File: src/rtl/pc_sequencer_if.sv
// ============================================================================
// Module      : pc_sequencer_if
// Description : Decode-side command bus and sequencer status bus for the
//               ez8 fetch-stage program-counter sequencer.
//               master : decode stage (drives commands, observes status)
//               slave  : pc_sequencer (consumes commands, drives status)
//               Signals: pause, goto, goto_addr, call, skip, ret (commands);
//               pc_out, kill, stopped, error, stack_level (status).
//               With PC_SEQ_IRQ_EN defined the bus also carries irq, reti
//               (commands) and irq_ack, in_isr (status).
// Revision    : 1.0 - initial release
// ============================================================================
`default_nettype none

interface pc_sequencer_if #(
    parameter int ADDR_WIDTH  = 12,
    parameter int STACK_DEPTH = 16
) ();
    localparam int LEVEL_WIDTH = $clog2(STACK_DEPTH + 1);

    logic                   pause;
    logic                   goto;
    logic [ADDR_WIDTH-1:0]  goto_addr;
    logic                   call;
    logic                   skip;
    logic                   ret;
    logic [ADDR_WIDTH-1:0]  pc_out;
    logic                   kill;
    logic                   stopped;
    logic                   error;
    logic [LEVEL_WIDTH-1:0] stack_level;
`ifdef PC_SEQ_IRQ_EN
    logic                   irq;
    logic                   reti;
    logic                   irq_ack;
    logic                   in_isr;
`endif

    modport master (
`ifdef PC_SEQ_IRQ_EN
        output irq, reti,
        input  irq_ack, in_isr,
`endif
        output pause, goto, goto_addr, call, skip, ret,
        input  pc_out, kill, stopped, error, stack_level
    );

    modport slave (
`ifdef PC_SEQ_IRQ_EN
        input  irq, reti,
        output irq_ack, in_isr,
`endif
        input  pause, goto, goto_addr, call, skip, ret,
        output pc_out, kill, stopped, error, stack_level
    );
endinterface

`default_nettype wire

File: src/rtl/pc_sequencer.sv
// ============================================================================
// Module      : pc_sequencer
// Description : Program-counter sequencer for the ez8 fetch stage. One action
//               per cycle (skip > goto/call > ret > increment), an internal
//               LIFO return stack and a KILL_DEPTH-deep kill shift register
//               that squashes instructions already in flight after a change
//               of flow.
//               Ports: clk, reset_n (synchronous, active low), bus
//               (pc_sequencer_if.slave: commands in, pc/kill/status out).
//               Optional feature macro: PC_SEQ_IRQ_EN adds single-level
//               interrupt entry (irq -> IRQ_VECTOR) and reti.
// Revision    : 1.0 - initial release
// ============================================================================
`default_nettype none

module pc_sequencer #(
    parameter int                    ADDR_WIDTH  = 12,
    parameter int                    STACK_DEPTH = 16,
    parameter int                    KILL_DEPTH  = 2,
    parameter logic [ADDR_WIDTH-1:0] IRQ_VECTOR  = 'h004
) (
    input  wire logic        clk,
    input  wire logic        reset_n,
    pc_sequencer_if.slave    bus
);
    localparam int LEVEL_WIDTH = $clog2(STACK_DEPTH + 1);
    localparam int IDX_WIDTH   = $clog2(STACK_DEPTH);
    localparam logic [KILL_DEPTH-1:0]  KILL_SKIP = KILL_DEPTH'(1) << (KILL_DEPTH - 1);
    localparam logic [LEVEL_WIDTH-1:0] LEVEL_MAX = LEVEL_WIDTH'(STACK_DEPTH);

    logic [ADDR_WIDTH-1:0]  r_pc;
    logic [KILL_DEPTH-1:0]  r_kill_sr;
    logic                   r_stopped;
    logic                   r_error;
    logic                   r_in_isr;
    logic [LEVEL_WIDTH-1:0] r_level;
    logic [ADDR_WIDTH-1:0]  r_stack [STACK_DEPTH];

    logic                   w_irq_req;
    logic                   w_reti;
    logic                   w_hold;
    logic                   w_kill;
    logic                   w_full;
    logic                   w_empty;
    logic                   w_do_skip;
    logic                   w_ret_any;
    logic                   w_do_call;
    logic                   w_do_pop;
    logic                   w_do_irq;
    logic                   w_push;
    logic [ADDR_WIDTH-1:0]  w_pc_inc;
    logic [ADDR_WIDTH-1:0]  w_push_data;
    logic [ADDR_WIDTH-1:0]  w_top;
    logic [IDX_WIDTH-1:0]   w_push_idx;
    logic [IDX_WIDTH-1:0]   w_top_idx;
    logic [KILL_DEPTH-1:0]  w_kill_shift0;
    logic [KILL_DEPTH-1:0]  w_kill_shift1;

`ifdef PC_SEQ_IRQ_EN
    assign w_irq_req = bus.irq;
    assign w_reti    = bus.reti;
`else
    // Interrupt path tied off; the shared control logic reduces away.
    assign w_irq_req = 1'b0;
    assign w_reti    = 1'b0;
`endif

    assign w_hold    = bus.pause | r_stopped;
    assign w_kill    = r_kill_sr[KILL_DEPTH-1];
    assign w_full    = (r_level == LEVEL_MAX);
    assign w_empty   = (r_level == '0);
    assign w_pc_inc  = r_pc + ADDR_WIDTH'(1);

    // A left shift of a one-bit register is a plain load of the new bit,
    // so the same expressions cover KILL_DEPTH=1.
    assign w_kill_shift0 = r_kill_sr << 1;
    assign w_kill_shift1 = (r_kill_sr << 1) | KILL_DEPTH'(1);

    // Skip while kill is already asserted falls through to lower priorities.
    assign w_do_skip = bus.skip & ~w_kill;
    assign w_ret_any = bus.ret | w_reti;
    assign w_do_call = ~w_hold & ~w_do_skip & bus.goto & bus.call & ~w_full;
    assign w_do_pop  = ~w_hold & ~w_do_skip & ~bus.goto & w_ret_any & ~w_empty;
    assign w_do_irq  = ~w_hold & ~w_do_skip & ~bus.goto & ~w_ret_any
                     & w_irq_req & ~r_in_isr & ~w_full;
    assign w_push    = w_do_call | w_do_irq;

    // A call returns past itself (pc+1); an interrupt resumes the address it
    // pre-empted, since that instruction was never fetched.
    assign w_push_data = w_do_irq ? r_pc : w_pc_inc;
    assign w_push_idx  = IDX_WIDTH'(r_level);
    assign w_top_idx   = IDX_WIDTH'(r_level - LEVEL_WIDTH'(1));
    assign w_top       = r_stack[w_top_idx];

    always_ff @(posedge clk) begin
        if (!reset_n) begin
            r_pc      <= '0;
            r_kill_sr <= '1;
            r_stopped <= 1'b0;
            r_error   <= 1'b0;
            r_in_isr  <= 1'b0;
            r_level   <= '0;
        end else if (!w_hold) begin
            if (w_do_skip) begin
                r_kill_sr <= KILL_SKIP;
            end else if (bus.goto) begin
                if (bus.call && w_full) begin
                    r_stopped <= 1'b1;
                    r_error   <= 1'b1;
                end else begin
                    r_pc      <= bus.goto_addr;
                    r_kill_sr <= w_kill_shift1;
                    if (bus.call) begin
                        r_level <= r_level + LEVEL_WIDTH'(1);
                    end
                end
            end else if (w_ret_any) begin
                if (w_empty) begin
                    // Plain ret on an empty stack is the normal program exit;
                    // reti on an empty stack is a fault.
                    r_stopped <= 1'b1;
                    r_error   <= w_reti;
                end else begin
                    r_pc      <= w_top;
                    r_kill_sr <= w_kill_shift1;
                    r_level   <= r_level - LEVEL_WIDTH'(1);
                    if (w_reti) begin
                        r_in_isr <= 1'b0;
                    end
                end
            end else if (w_do_irq) begin
                r_pc      <= IRQ_VECTOR;
                r_kill_sr <= w_kill_shift1;
                r_level   <= r_level + LEVEL_WIDTH'(1);
                r_in_isr  <= 1'b1;
            end else begin
                r_pc      <= w_pc_inc;
                r_kill_sr <= w_kill_shift0;
            end
        end
    end

    // Stack storage carries no reset: entries above the level are don't-care.
    always_ff @(posedge clk) begin
        if (reset_n && w_push) begin
            r_stack[w_push_idx] <= w_push_data;
        end
    end

`ifdef PC_SEQ_IRQ_EN
    logic r_irq_ack;

    always_ff @(posedge clk) begin
        if (!reset_n) begin
            r_irq_ack <= 1'b0;
        end else begin
            r_irq_ack <= w_do_irq;
        end
    end

    assign bus.irq_ack = r_irq_ack;
    assign bus.in_isr  = r_in_isr;
`endif

    assign bus.pc_out      = r_pc;
    assign bus.kill        = w_kill;
    assign bus.stopped     = r_stopped;
    assign bus.error       = r_error;
    assign bus.stack_level = r_level;

endmodule

`default_nettype wire

File: src/flat_wrapper.sv
// flat-port wrapper written by rule: the top's interface ports become plain ports
module pc_sequencer_flat 
#(
    parameter int                    ADDR_WIDTH  = 12,
    parameter int                    STACK_DEPTH = 16,
    parameter int                    KILL_DEPTH  = 2,
    parameter logic [ADDR_WIDTH-1:0] IRQ_VECTOR  = 'h004
)
  (clk, reset_n, bus_pause, bus_goto, bus_goto_addr, bus_call, bus_skip, bus_ret, bus_pc_out, bus_kill, bus_stopped, bus_error, bus_stack_level);
  pc_sequencer_if #(.ADDR_WIDTH(ADDR_WIDTH), .STACK_DEPTH(STACK_DEPTH)) bus_i ();
  input  wire logic clk;
  input  wire logic reset_n;
  input wire logic [$bits(bus_i.pause)-1:0] bus_pause;
  input wire logic [$bits(bus_i.goto)-1:0] bus_goto;
  input wire logic [$bits(bus_i.goto_addr)-1:0] bus_goto_addr;
  input wire logic [$bits(bus_i.call)-1:0] bus_call;
  input wire logic [$bits(bus_i.skip)-1:0] bus_skip;
  input wire logic [$bits(bus_i.ret)-1:0] bus_ret;
  output wire logic [$bits(bus_i.pc_out)-1:0] bus_pc_out;
  output wire logic [$bits(bus_i.kill)-1:0] bus_kill;
  output wire logic [$bits(bus_i.stopped)-1:0] bus_stopped;
  output wire logic [$bits(bus_i.error)-1:0] bus_error;
  output wire logic [$bits(bus_i.stack_level)-1:0] bus_stack_level;
  assign bus_i.pause = bus_pause;
  assign bus_i.goto = bus_goto;
  assign bus_i.goto_addr = bus_goto_addr;
  assign bus_i.call = bus_call;
  assign bus_i.skip = bus_skip;
  assign bus_i.ret = bus_ret;
  assign bus_pc_out = bus_i.pc_out;
  assign bus_kill = bus_i.kill;
  assign bus_stopped = bus_i.stopped;
  assign bus_error = bus_i.error;
  assign bus_stack_level = bus_i.stack_level;
  pc_sequencer #(.ADDR_WIDTH(ADDR_WIDTH), .STACK_DEPTH(STACK_DEPTH), .KILL_DEPTH(KILL_DEPTH), .IRQ_VECTOR(IRQ_VECTOR)) u_core (.clk(clk), .reset_n(reset_n), .bus(bus_i));
endmodule
File: config.mk
export PLATFORM = sky130hd
export DESIGN_NAME = pc_sequencer_flat
export DESIGN_NICKNAME = d
export VERILOG_FILES = /design/src/rtl/pc_sequencer_if.sv /design/src/rtl/pc_sequencer.sv /design/src/flat_wrapper.sv
export SDC_FILE = /design/constraint.sdc
export NUM_CORES = 1
export LEC_CHECK = 0
export CORE_ASPECT_RATIO = 1.75
export CORE_MARGIN = 3
export CORE_UTILIZATION = 57
export CTS_BUF_LIST = sky130_fd_sc_hd__clkbuf_16
export CTS_CLUSTER_SIZE = 25
export DETAILED_ROUTE_END_ITERATION = 7
export PLACE_DENSITY = 0.76
export SLEW_MARGIN = 20
export SYNTH_ARGS = -nofsm -noshare
export SYNTH_HDL_FRONTEND = slang
export SYNTH_SLANG_ARGS = --single-unit
File: constraint.sdc
create_clock -name clk -period 5.3 [get_ports clk]
set_input_delay 0.795 -clock clk [delete_from_list [all_inputs] [get_ports clk]]
set_output_delay 0.795 -clock clk [all_outputs]
set_load 0.005 [all_outputs]
* After elaboration in Yosys (flattened, before gate mapping) *
Memory sizes are Yosys's and may differ from the RTL's.
Cells that the tools add are included.

word-level totals
  register bits after elaboration = 21
  bits in writable memories = 192
  bits of input ports = 19
  output and inout port bits = 20
  word-level logic and storage cells = 59
  memories = 1

operators by class
  add/subtract/negate cells = 3
  eq/ne operators = 8
  mux-type cells = 23
  bitwise logic cells = 10
  reduce and logical (&&, ||, !) cells = 9

memory list
  memory          words  bits a word  read ports  clocked after memory_dff  write ports  RTL line            text
  u_core.r_stack  16     12           1           0                         1            pc_sequencer.sv:37  logic [ADDR_WIDTH-1:0] r_stack [STACK_DEPTH];

operators with widths
  cell                     number
  $mux W12                 4
  $mux W5                  5
  $add A12 B1 Y12 const B  1
  $mux W2                  5
  $mux W1                  9
  $reduce_and A6 Y1        1
  $add A5 B1 Y5 const B    1
  $and A1 B1 Y1            5
  $eq A5 B5 Y1 const B     1
  $logic_not A5 Y1         1
  $reduce_and A5 Y1        1
  $sub A5 B1 Y5 const B    1
  $ne A2 B1 Y1 const B     2
  $ne A2 B2 Y1 const B     2
  $ne A4 B4 Y1 const B     1
  $not A1 Y1               4
  $reduce_and A4 Y1        1
  $reduce_bool A2 Y1       2
  $ne A3 B2 Y1 const B     1
  $ne A3 B3 Y1 const B     1
  $reduce_and A3 Y1        1
  $logic_and A1 B1 Y1      2
  $or A1 B1 Y1             1

* Depth between registers and ports, before layout *
  depth in word-level cells = 10
  gate-level depth with buffers = 12
  gate-level depth less buffers = 7

* Least setup slack after synthesis *
Ideal clock, no wire load.

  kind = register to register
  start = register u_core.r_level[0], in the netlist u_core.bus.stack_level[0]
  end = memory u_core.r_stack[3][0], enable pin
  library setup time = 396 ps
  arrival time = 2821 ps
  data required time = 4904 ps
  setup slack = 2083 ps
  stages on the path, launching flop included = 11
  path buffers = 4
  period minus slack after synthesis = 3217 ps
  cells stage by stage = dfxtp_1 buf_6 buf_4 buf_2 inv_1 ha_1 buf_4 nor4bb_1 nor2_1 nand2_1 nor3_1

on the way
  longest elaborated chain between the ends = 6

RTL lines
  element                        RTL line             text
  start, declared                pc_sequencer.sv:36   logic [LEVEL_WIDTH-1:0] r_level;
  start signal, assigned         pc_sequencer.sv:114  r_level <= r_level + LEVEL_WIDTH'(1);
  start signal, assigned         pc_sequencer.sv:126  r_level <= r_level - LEVEL_WIDTH'(1);
  start signal, assigned         pc_sequencer.sv:134  r_level <= r_level + LEVEL_WIDTH'(1);
  $eq A5 B5 Y1                   pc_sequencer.sv:70   assign w_full = (r_level == LEVEL_MAX);
  $not A1 Y1                     pc_sequencer.sv:82   assign w_do_call = ~w_hold & ~w_do_skip & bus.goto & bus.call & ~w_full;
  $and A1 B1 Y1                  pc_sequencer.sv:82
  $logic_and A1 B1 Y1            pc_sequencer.sv:145  if (reset_n && w_push) begin
  $mux W1                        pc_sequencer.sv:145
  $mux W1 (not written as such)  pc_sequencer.sv:146  r_stack[w_push_idx] <= w_push_data;
  end, declared                  pc_sequencer.sv:37

Several ways; a longest one is shown, not always the timed one.

* Worst setup path after layout *
  start = input port bus_goto
  end = memory u_core.r_stack[7][1], enable pin

on the way
  longest elaborated chain between the ends = 6

RTL lines
  element                        RTL line             text
  start, declared                flat_wrapper.sv:14   input wire logic [$bits(bus_i.goto)-1:0] bus_goto;
  $and A1 B1 Y1 (3 in a row)     pc_sequencer.sv:82
  $logic_and A1 B1 Y1            pc_sequencer.sv:145
  $mux W1                        pc_sequencer.sv:145
  $mux W1 (not written as such)  pc_sequencer.sv:146

No other way between the ends.

==> impl_results.md <==
* Synth Area in Compound Gates at 0.0669
* Post-CTS Hold Fix Bufs at 0
* Root buffer cell: clkbuf_16
* FF-to-FF setup slack at about 2.2 ns
* Launch point of the worst path: bus_goto
* Multiplexer share of the synthesized area at 0.128
* # Max-Cap Violations at 0
* Fraction of the mapped netlist area in adder cells at 0.00710
* Yosys top cell area share at 0.654
* # DRC at 0
* Vias at between 4000 and 5000
* Largest family of logic cells by synthesized area: multiplexers
* Logic gate share of total power at 0.124
* Place WS at roughly 1.4 ns
* Global-route wire length before repair at approximately 30 mm
* PortBufs at 38
* Min-Delay Path Depth at 2
* Max-slew violations at 0
* Cells after Synth at 499
* CTS Buf Count at 19
* Clock Power Share at 0.365
* RSZ-0062 raised after global routing: false
* Clk buf depth at 3
* Final #Nets at ~570
* Tmin final at ~3.4 ns
* Initial antenna violation count at 0
* P_int at around 0.0029 W
* Relative slew slack at 0.253
* Critical Path RT at about 5.4 ns
* Pwr/cell area at roughly 380 nW/um^2
* Detailed-router iteration count before antenna repair at 5
* Final setup TNS at 0 ns
* Psw at 0.000905 W
* Largest net degree at the start of global routing at 43
* Post-synth EDFFs at 192
* Synth unique cells at 50
* Share of cells above drive strength 1 at 0.181
* Final Setup Violations at 0
* Die area at around 17000 sq um
* Synth Flop Type: edfxtp_1
* Reg2reg path depth at 7
* Most frequent cells in the layout: edfxtp_1 (192), mux4_2 (45), clkdlybuf4s50_1 (38)
* Reg-to-Reg Start: u_core.bus.stack_level[1]
* Asr flop ratio synth at 0
* Clock sinks at ~210
* Dominant cells by area after synthesis: edfxtp_1 (65%), mux4_2 (12%), dfxtp_1 (4.8%)
* Post-cts sizing count at 0
* Detailed Place HPWL at ~13 mm
* GRT Util Overall at 0.236
* Initial Utilization at 0.588
* Vias in the first global route at approximately 4900
* Sequential-to-total area share from yosys stat at 0.702
* Yosys reg bits at approximately 210
* Sequential Power Share at 0.511
* Yosys warning total at 0
* Iteration-0 DRC Markers at between 500 and 600
* Fmax at around 290 MHz
* Via density at 6.72
* Die X at 100 um
* CP Launch Type: input port
* Worst Setup EP: u_core.r_stack[7][1]
* Detailed Route WL at 19.5 mm
* Worst Setup Path Type: in2reg
* FP Rows at a little under 60
* Fill cells at 970
* Worst vdd ir at 219 uV
* Simple-gate share of the synthesized area at 0.0592
* Area grow syn2layout at 13.9%
* Mapped Nets at 523
* Worst clock skew at about 0.017 ns
* Leak pwr at around 3.2 nW
* Xor/xnor share of the synthesized area at 0.0169
* Placement Cell Area at 9400 sq um
* Post-Syn Area at around 8800 sq um
* Hold Crit Class: reg2reg
* Worst Tran Pin Value at roughly 1.1 ns
* Routed len/inst at between 20 and 30 um
* Worst-Skew Late Latency at roughly 0.49 ns
* RR Endpoint: u_core.bus.pc_out[1]
* CTS clk-pin slew, worst paths at 0.07 ns
* N_diodes at 0
* Final hold vios at 0
* Commonest non-fill, non-tap cell in the layout: edfxtp_1
* IO Count at 39
* Status: finished, final reports clean
* GPL Wtd Cong at between 0.9 and 1
* ANT nets after route at 0
* Tcrit/Tclk final at 0.650
* Post-CTS setup buffer count at 0
* CTS tree: done
* Core footprint at 15000 sq um
* Worst Setup End Kind: flop
* Cell area after layout at between 10000 and 15000 sq um
* CTS H-Tree Depth at 1
* Overflow after GRT at 0
* Crit path arrival time at about 3.5 ns
* Die Y-Extent at around 170 um
* Switching part of the total at 0.237
* Syn_area_per_cell at 17.7 sq um
* Final setup margin at roughly 1.9 ns
* Post-synth top area cell: edfxtp_1
* Crit-path max FO at 29
## cell type report
class	count	area, sq um	share of cell area
clock buffer	19	475	0.0474
clock inverter	14	158	0.0157
inverter	5	18.8	0.00187
multi-input combinational	252	2490	0.248
sequential	213	6190	0.617
tap	183	229	0.0228
timing repair buffer	51	478	0.0476
## power groups by stage
| stage | sequential (W) | clock, W | combinational (W) |
|---|---|---|---|
| after floorplan | 0.00197 | 0 | 0.000290 |
| after global placement | 0.00199 | 0 | 0.000461 |
| after detailed placement | 0.00199 | 0 | 0.000469 |
| after CTS | 0.00195 | 0.00141 | 0.000473 |
| after global routing | 0.00195 | 0.00147 | 0.000506 |
| final | 0.00195 | 0.00139 | 0.000475 |
## flip-flops by register name (all words and copies together) (netlist names)
| name | cells |
|---|---|
| u_core.r_stack | 192 |
| u_core.bus.pc_out | 12 |
| u_core.bus.stack_level | 5 |
| u_core.r_kill_sr | 2 |
| u_core.bus.error | 1 |
| u_core.bus.stopped | 1 |
## logic make-up (layout without fill, tap and decap cells)
kind of cell / count (synthesis) / count (layout)
muxes: 51 / 51
adders and majority gates: 5 / 5
xor gates and xnor gates: 17 / 17
buffers and inverters: 34 / 89
AOI/OAI and AO/OA: 82 / 82
and+or+nand+nor: 97 / 97
DFF: 213 / 213
## synthesized netlist by cell type (2+ instances only)
master / count
buf_2: 7
inv_1: 5
o21ai_0: 21
or4_1: 2
nand2_1: 15
nor2b_1: 15
a221oi_1: 8
o221ai_1: 8
a21oi_1: 2
dfxtp_1: 21
nand3_1: 8
ha_1: 5
buf_6: 2
edfxtp_1: 192
or3_1: 3
nand4_1: 6
and2_1: 5
nor3_1: 8
mux4_2: 45
mux2_2: 2
o21ai_1: 2
mux4_1: 3
buf_4: 7
a211oi_1: 4
a32oi_2: 2
a211o_1: 6
o21a_1: 2
o22ai_1: 16
a22oi_1: 2
nor3b_1: 3
xnor2_1: 12
xor2_1: 5
a22o_1: 2
buf_1: 2
nand2b_1: 2
nor2_1: 21
clkbuf_1: 11
a21boi_0: 2
and3_1: 3
o211ai_1: 2
## worst max-delay path: stages
cell and delay [ns]:
clkdlybuf4s50_1 0.45, buf_4 0.28, nand3_1 0.12, or4_1 0.49, nor2_1 0.34, nand2_1 0.24
nor2_1 0.82
## routing by layer
metal  part of all wire  vias up  global-route usage  wire length (um)
li1                   -     2131                   -                 -
met1               0.37     2541               0.298              7180
met2               0.52      237               0.403             10100
met3              0.063       45              0.0308              1230
met4              0.050        0               0.116               978
met5                  0        -                   0                 0
## how the worst min path moves through the flow
| stage | endpoint | startpoint | slack, ns |
|---|---|---|---|
| 6_report | u_core.r_kill_sr[0] | u_core.r_kill_sr[0] | 0.49 |
| 5_1_grt | u_core.r_kill_sr[0] | u_core.r_kill_sr[0] | 0.55 |
| 4_1_cts | u_core.r_kill_sr[0] | u_core.r_kill_sr[0] | 0.49 |
| 3_5_place_dp | u_core.r_kill_sr[0] | u_core.r_kill_sr[0] | 0.48 |
| 3_3_place_gp | u_core.bus.error | u_core.bus.error | 0.47 |
| 2_1_floorplan | u_core.r_kill_sr[0] | u_core.r_kill_sr[0] | 0.45 |
## per-stage QoR
| step | cells | util | power, W | hold slack, ns |
|---|---|---|---|---|
| finish | 737 | 0.670 | 0.00382 | 0.492 |
| global route | 737 | 0.670 | 0.00393 | 0.548 |
| CTS | 737 | 0.670 | 0.00383 | 0.495 |
| detailed placement | 704 | 0.627 | 0.00246 | 0.479 |
| global placement | 704 | 0.627 | 0.00245 | 0.468 |
| floorplan | 499 | - | 0.00226 | 0.454 |
Note: power is estimated with default switching activity, not from simulation.
